==> src/rtl/regfile_wb_queue.sv <==
// regfile_wb_queue: writeback buffer in front of the 32x32 register file.
// Requests from the execution and load units are queued and then written to
// the single register-file write port at most one per cycle. A two-port
// forwarding lookup returns any value that is still waiting in the queue.
// Optional build macro: WBQ_COALESCE_EN. When it is defined, a new request
// overwrites the data of a queued entry with the same address instead of
// taking a new slot.
module regfile_wb_queue #(
    parameter int DEPTH = 4,
    parameter int AW    = 5,
    parameter int DW    = 32
) (
    input  logic                     clk,
    input  logic                     rst,
    input  logic                     in_valid,
    output logic                     in_ready,
    input  logic [AW-1:0]            in_addr,
    input  logic [DW-1:0]            in_data,
    input  logic                     drain_en,
    output logic                     wb_write,
    output logic [AW-1:0]            wb_addr,
    output logic [DW-1:0]            wb_data,
    input  logic [AW-1:0]            rd_addr1,
    output logic                     rd_hit1,
    output logic [DW-1:0]            rd_data1,
    input  logic [AW-1:0]            rd_addr2,
    output logic                     rd_hit2,
    output logic [DW-1:0]            rd_data2,
    output logic [$clog2(DEPTH):0]   count
);
    localparam int PW = $clog2(DEPTH);
    localparam int CW = PW + 1;

    logic [PW-1:0] head_q, head_d;
    logic [PW-1:0] tail_q, tail_d;
    logic [CW-1:0] count_q, count_d;
    logic [DEPTH-1:0] valid_q, valid_d;
    logic [AW-1:0] addr_q [DEPTH];
    logic [AW-1:0] addr_d [DEPTH];
    logic [DW-1:0] data_q [DEPTH];
    logic [DW-1:0] data_d [DEPTH];

    logic accept;
    logic store;
    logic alloc;

    // Handshake and write-port control use only registered state, so the
    // queue never passes a request straight through in the same cycle.
    always_comb begin
        in_ready = !rst && (count_q < CW'(DEPTH));
        accept   = in_valid && in_ready;
        store    = accept && (in_addr != '0);
        wb_write = drain_en && (count_q != '0) && !rst;
        wb_addr  = wb_write ? addr_q[head_q] : '0;
        wb_data  = wb_write ? data_q[head_q] : '0;
        count    = count_q;
    end

`ifdef WBQ_COALESCE_EN
    logic          co_hit;
    logic [PW-1:0] co_idx;

    // Find a queued entry with the same address; the head leaving this
    // cycle is excluded because its old value is already committed.
    always_comb begin
        co_hit = 1'b0;
        co_idx = '0;
        for (int i = 0; i < DEPTH; i++) begin
            if (valid_q[i] && (addr_q[i] == in_addr) &&
                !((PW'(i) == head_q) && wb_write)) begin
                co_hit = 1'b1;
                co_idx = PW'(i);
            end
        end
        alloc = store && !co_hit;
    end
`else
    // Every nonzero-address request takes its own slot.
    always_comb begin
        alloc = store;
    end
`endif

    // Next-state for pointers, occupancy and entry storage.
    always_comb begin
        head_d  = head_q;
        tail_d  = tail_q;
        valid_d = valid_q;
        addr_d  = addr_q;
        data_d  = data_q;
        if (wb_write) begin
            valid_d[head_q] = 1'b0;
            head_d          = head_q + 1'b1;
        end
        if (alloc) begin
            addr_d[tail_q]  = in_addr;
            data_d[tail_q]  = in_data;
            valid_d[tail_q] = 1'b1;
            tail_d          = tail_q + 1'b1;
        end
`ifdef WBQ_COALESCE_EN
        if (store && co_hit) begin
            data_d[co_idx] = in_data;
        end
`endif
        count_d = count_q + CW'(alloc) - CW'(wb_write);
    end

    // Forwarding: walk from oldest to youngest so the last match wins.
    always_comb begin
        logic [PW-1:0] idx;
        rd_hit1  = 1'b0;
        rd_data1 = '0;
        rd_hit2  = 1'b0;
        rd_data2 = '0;
        idx      = '0;
        for (int i = 0; i < DEPTH; i++) begin
            idx = head_q + PW'(i);
            if (valid_q[idx] && (rd_addr1 != '0) && (addr_q[idx] == rd_addr1)) begin
                rd_hit1  = 1'b1;
                rd_data1 = data_q[idx];
            end
            if (valid_q[idx] && (rd_addr2 != '0) && (addr_q[idx] == rd_addr2)) begin
                rd_hit2  = 1'b1;
                rd_data2 = data_q[idx];
            end
        end
    end

    // State registers; reset empties the queue and drops pending entries.
    always_ff @(posedge clk) begin
        if (rst) begin
            head_q  <= '0;
            tail_q  <= '0;
            count_q <= '0;
            valid_q <= '0;
        end else begin
            head_q  <= head_d;
            tail_q  <= tail_d;
            count_q <= count_d;
            valid_q <= valid_d;
        end
    end

    // Entry payload needs no reset; the valid bits qualify it.
    always_ff @(posedge clk) begin
        addr_q <= addr_d;
        data_q <= data_d;
    end

    // Occupancy stays within range and register 0 is never written.
    assert property (@(posedge clk) disable iff (rst) count_q <= CW'(DEPTH));
    assert property (@(posedge clk) disable iff (rst) wb_write |-> (wb_addr != '0));

endmodule

==> config.mk <==
export PLATFORM = sky130hd
export DESIGN_NAME = regfile_wb_queue
export DESIGN_NICKNAME = d
export VERILOG_FILES = /design/src/rtl/regfile_wb_queue.sv
export SDC_FILE = /design/constraint.sdc
export NUM_CORES = 1
export LEC_CHECK = 0
export BUFFER_PORTS_ARGS = -buffer_cell sky130_fd_sc_hd__buf_2
export CELL_PAD_IN_SITES_DETAIL_PLACEMENT = 0
export CELL_PAD_IN_SITES_GLOBAL_PLACEMENT = 1
export CORE_AREA = 4 4 163 165
export DETAILED_ROUTE_END_ITERATION = 10
export DIE_AREA = 0 0 167 169
export GPL_TIMING_DRIVEN = 0
export HOLD_SLACK_MARGIN = 0.02
export PLACE_DENSITY_LB_ADDON = 0.1
export SYNTH_ARGS = -nofsm -noshare
export SYNTH_HDL_FRONTEND = slang
export SYNTH_SLANG_ARGS = --single-unit
export TNS_END_PERCENT = 10
==> constraint.sdc <==
create_clock -name clk -period 4.55 [get_ports clk]
set_input_delay 0.455 -clock clk [delete_from_list [all_inputs] [get_ports clk]]
set_output_delay 0.455 -clock clk [all_outputs]
set_load 0.01 [all_outputs]
======== Word level (Yosys, flattened, before mapping) ========
Index checks and enable logic that the tools add are counted.
cells by class
  $add $sub $neg .......................... 6
  $lt $le $gt $ge ......................... 14
  equal/unequal tests ..................... 8
  mux-type cells .......................... 62
  bitwise operators ....................... 8
  reductions and logical operators ........ 29
operators by type and width
  operator             count
  $mux 32              18
  $bmux 32 s2          4
  $bwmux 128           1
  $demux 32 s2         1
  $mux 5               10
  $bmux 5 s2           4
  $eq 5x5->1           8
  $logic_and 1x1->1    24
  $bwmux 20            1
  $ge 3x3->1 const B   5
  $lt 2x3->1 const B   5
  $not 2->3            5
  $reduce_bool 5->1    3
  $mux 1               14
  $demux 5 s2          1
  $bmux 1 s2           4
  $mux 4               2
  $add 2x1->2 const B  2
  $add 2x2->2 const B  2
  $and 4x4->4          1
  $demux 1 s2          2
  $ge 2x1->1 const B   2
  $not 4->4            1
  $or 4x4->4           1
  other kinds (6)      6
storage, ports and cells
  register bits ........................... 159
  output and inout bits ................... 108

======== Logic depth before layout (Yosys ltp) ========
  depth in word-level cells ............... 10
  depth in mapped cells ................... 17

======== Least setup slack after synthesis ========
OpenSTA, ideal clock, no wires.
  kind .................................... register -> output
  start ................................... register head_q[0]
  end ..................................... output port rd_data2[0]
  data arrival time ....................... 3678 ps
  required time ........................... 4095 ps
  slack ................................... 417 ps
  cell stages (with the launch flop) ...... 17
  cell sequence ........................... dfxtp_1 -> buf_6 -> buf_12 -> buf_8 -> buf_2 -> buf_2 -> inv_1 -> ha_1 -> buf_2 -> mux4_2 -> xnor2_1 -> nand4_1 -> or2_0 -> clkbuf_1 -> buf_2 -> a31oi_1 -> a211oi_1
between the ends
  word-level cells in the longest chain between the ends .. 10
  elaborated cells on any way between the ends .. 55
ends and longest elaborated chain
  item                                                                  line           RTL
  start: declaration                                                    34             logic [PW-1:0] head_q, head_d;
  start signal: assignment                                              133            head_q <= '0;
  start signal: assignment                                              138            head_q <= head_d;
  $add 2x1->2 / $not 2->3 (equally long branches)                       118, 123, 125
  $not 2->3 (implied by the code) / $bmux 5 s2 (equally long branches)  123, 125
  $bmux 5 s2 / $mux 5 (equally long branches)                           123            if (valid_q[idx] && (rd_addr2 != '0) && (addr_q[idx] == rd_addr2)) begin
  $mux 5 (implied by the code)                                          123
  $mux 5 (implied by the code) / $eq 5x5->1 (equally long branches)     123
  $eq 5x5->1 / $logic_and 1x1->1 (equally long branches)                123
  $logic_and 1x1->1 / $mux 32 (equally long branches)                   123
  $mux 32 (2 in series)                                                 123
  $mux 32 *                                                             123
  end: declaration                                                      28             output logic [DW-1:0] rd_data2,
Every way passes the cells marked *; elsewhere a longest branch is shown, timed or not. The select of a mux whose other input is x is not followed.

======== Worst setup path in the final report ========
  start ................................... register head_q[0]
  end ..................................... output port rd_data2[6]
Same word-level chain as after synthesis.

==> results.py <==
metrics = {
    "outcome": {
        "status": "complete, no violations",
    },
    "timing": {
        "fmax_ghz": 0.229,
        "setup_viol": 0,
        "slew_headroom": 0.387,
        "slew_viol_final": 0,
        "timing.final.crit_share": 0.962,
        "skew_ns": 0.00901,
        "period_minus_slack_ns": 4.38,
        "tightest_slew_ns": 0.920,
        "hold_viol_final": 0,
        "rsz0062_at_grt": "no",
    },
    "setup_path": {
        "end_kind": "output pin",
        "critPathLaunch": "head_q[0]$_SDFFE_PP0P_",
        "critPathMaxFanout": 11,
        "worstReg2RegEnd": "count[2]$_SDFF_PP0_",
        "reg2reg_from": "count[1]$_SDFF_PP0_",
        "startpoint_type": "flop",
        "cp.required_ns": 4.09,
        "reg2reg_depth": 12,
        "rrSetupSlack_ns": 1.08,
        "arrival_ns": 3.92,
        "crit_end": "rd_data2[6]",
        "critPathKind": "reg2out",
    },
    "floorplanning": {
        "initial_utilization": 0.453,
        "dieArea_mm2": 0.0282,
        "die_w_um": 167,
        "die_y_um": 169,
        "io_pins": 159,
        "core-area_mm2": 0.0250,
        "rows": 58,
    },
    "synth": {
        "seq_area_frac_synth": 0.411,
        "yosysWarnings": 0,
        "ys_seq_elements": 159,
        "synth-edff-count": 148,
        "synthFlopType": "edfxtp_1",
        "synth_top_area_share": 0.392,
        "yosysTopAreaCell": "edfxtp_1",
        "syn_nets": 1176,
        "synth_area_per_cell_um2": 10.2,
        "postSynth.asyncResetShare": 0,
        "yosys.cell_types.count": 63,
        "netlist_instances": 1114,
        "syn_area_mm2": 0.0113,
        "yosys-top-cells-area": "edfxtp_1, mux4_2, mux2i_1, mux2_2, a21oi_1",
    },
    "power_and_ir_drop": {
        "ir_worst_vdd_mv": 0.247,
        "leakage_nw": 4.95,
        "p_per_area_mw_per_mm2": 420,
    },
    "cells_and_area": {
        "multiInputGateArea_mm2": 0.00630,
        "fin_area_mm2": 0.0137,
        "nets": 1374,
        "finish.utilization": 0.548,
        "drive_gt1_frac": 0.319,
        "antennaDiodeCount": 0,
        "area_growth_pct": 20.9,
        "fillers": 2305,
        "seqCellArea_mm2": 0.00467,
    },
    "global_routing": {
        "top_usage_layer": "met2",
        "grt_pass1_vias": 9932,
        "antenna_found_initial": 1,
        "gr-usage-met3": 0.0488,
        "grtUsageMet2": 0.469,
        "grt_pass1_wl_um": 61200,
        "grt.overflow.total": 0,
        "grt_use_total": 0.284,
        "gr-usage-met1": 0.388,
        "grt_max_degree": 28,
    },
    "cts": {
        "cts.sinks": 159,
        "cts_htree_levels": 4,
        "postCtsHoldBufs": 0,
        "clk_pin_slew_ns": 0.07,
        "insertion_delay_ns": 0.43,
        "cts_tree": "yes",
        "clk_path_buf_depth": 2,
        "cts_buffers": 17,
        "root_buffer": "clkbuf_16",
    },
    "min_path": {
        "hold_path_class": "in2reg",
        "hp-start": "rst",
    },
    "route": {
        "routed_via_density": 6.19,
        "vias": 10200,
        "wirelength_um": 41200,
        "detail_route.first_pass.iterations": 5,
        "drt_iter0_drc": 999,
        "drcViolationCount": 0,
        "ant_nets": 0,
        "wl_per_cell_um": 24.9,
    },
    "placed_design": {
        "hpwlAfterDp_um": 29200,
        "place_area_mm2": 0.0126,
        "io_buffers": 148,
        "place_congestion": 0.900,
    },
    "job": {
        "drv_cap": 0,
    },
}
-- report_power, final --
part | leakage [nW] | internal, mW | total (mW) | switching [mW]
Combinational | 3.25 | 1.02 | 2.58 | 1.56
Clock | 0.271 | 0.815 | 1.46 | 0.642
Sequential | 1.43 | 1.68 | 1.72 | 0.0459
Total | 4.95 | 3.51 | 5.76 | 2.25
-- routing by layer --
layer	vias to the layer above	wire, µm
met2	494	19500
met1	5091	17600
met3	69	3170
met5	-	11
li1	4579	-
met4	2	930
-- cell usage in the layout, fill, tap and decap left out, drive strengths merged, types with 2 or more instances in the layout --
master    Yosys  layout
nor2b        13      13
clkbuf       54      67
a21oi        84      84
nor3b         3       3
nand4         8       8
mux4         38      38
and2         29      29
nor2        103     103
nand3         5       5
nand2       107     107
or3           3       3
mux2i        68      68
o31ai         2       2
edfxtp      148     148
or2           6       6
a31oi        35      35
and3         26      26
o211ai        3       3
nor3         73      73
o21ai        54      54
bufinv        0       2
dfxtp        11      11
ha           10      10
a211oi       34      34
clkinv        1       2
mux2         54      54
inv           9      15
clkinvlp      0       5
buf          49     232
nor4          2       2
xnor2        42      42
o221ai       25      25
-- registers in the layout (all words and copies together) (netlist names) --
signal	count
addr_q	20
count	3
data_q	128
head_q	2
tail_q	2
valid_q	4
-- cells in the mapped netlist, types with 17 or more instances --
master / n
edfxtp_1: 148
nand2_1: 106
nor2_1: 100
a21oi_1: 84
nor3_1: 73
mux2i_1: 68
clkbuf_1: 54
mux2_2: 54
o21ai_0: 53
xnor2_1: 39
a31oi_1: 35
mux4_2: 33
buf_2: 30
and2_1: 29
and3_1: 26
a211oi_1: 24
o221ai_1: 17
-- worst max-delay path: stages (launching register included) --
cell,delay (ns)
dfxtp_2,0.35
buf_6,0.11
buf_12,0.13
buf_12,0.13
buf_16,0.14
inv_2,0.06
ha_4,0.27
buf_6,0.14
buf_12,0.13
mux4_2,0.35
xnor2_2,0.18
nand4_1,0.17
or2_1,0.29
buf_4,0.19
buf_4,0.19
and3_1,0.16
a211oi_2,0.28
buf_2,0.19
-- how the worst min path moves through the flow --
| stage | end | depth (start not counted) | slack [ns] |
|---|---|---|---|
| 3_5_place_dp | valid_q[1]$_SDFF_PP0_ | 2 | 0.53 |
| 6_report | count[0]$_SDFF_PP0_ | 2 | 0.23 |
| 3_3_place_gp | valid_q[1]$_SDFF_PP0_ | 2 | 0.51 |
| 4_1_cts | data_q[44]$_DFFE_PP_ | 1 | 0.22 |
| 5_1_grt | data_q[54]$_DFFE_PP_ | 1 | 0.22 |
| 2_1_floorplan | valid_q[1]$_SDFF_PP0_ | 2 | 0.48 |
-- per-stage QoR --
step                power (mW)  TNS (ns)  instances  setup slack [ns]  hold slack, ns
finish                    5.76         0       1654             0.174           0.228
floorplan                 3.39         0       1114             0.417           0.482
global placement          4.10    -57.37       1592             -1.09           0.506
global route              6.00         0       1654           0.00412           0.225
CTS                       5.66         0       1638           0.00149           0.222
detailed placement        4.11    -54.96       1596             -1.06           0.530
-- cell families (layout without fill, tap and decap cells) --
kind of cell	after synthesis	after routing	share of synthesized area
AND/OR/NAND/NOR	384	384	0.161
AO/OA/AOI/OAI	244	244	0.141
multiplexers	160	160	0.191
flip-flops	159	159	0.411
buffers and inverters	113	323	0.0478
XOR/XNOR	43	43	0.0352
adder cells (fa/ha/maj)	11	11	0.0128
-- final cells by class --
type,instances,share of cell area
plain buffers,100,0.0473
clock buffers,17,0.0310
clock inverters,14,0.0115
inverters,10,0.00292
multi-input cells,842,0.459
flip-flops and latches,159,0.341
well taps,330,0.0301
repair buffers,182,0.0775
-- repair_timing --
item,in CTS,in global routing
endpoints found under the hold margin,0,0
pin swaps,15,7
cloned,2,0
buffers inserted,11,17
gates resized for setup,91,16
endpoints found under the setup margin,66,64
No activity file was read; power rests on OpenSTA's default activity.
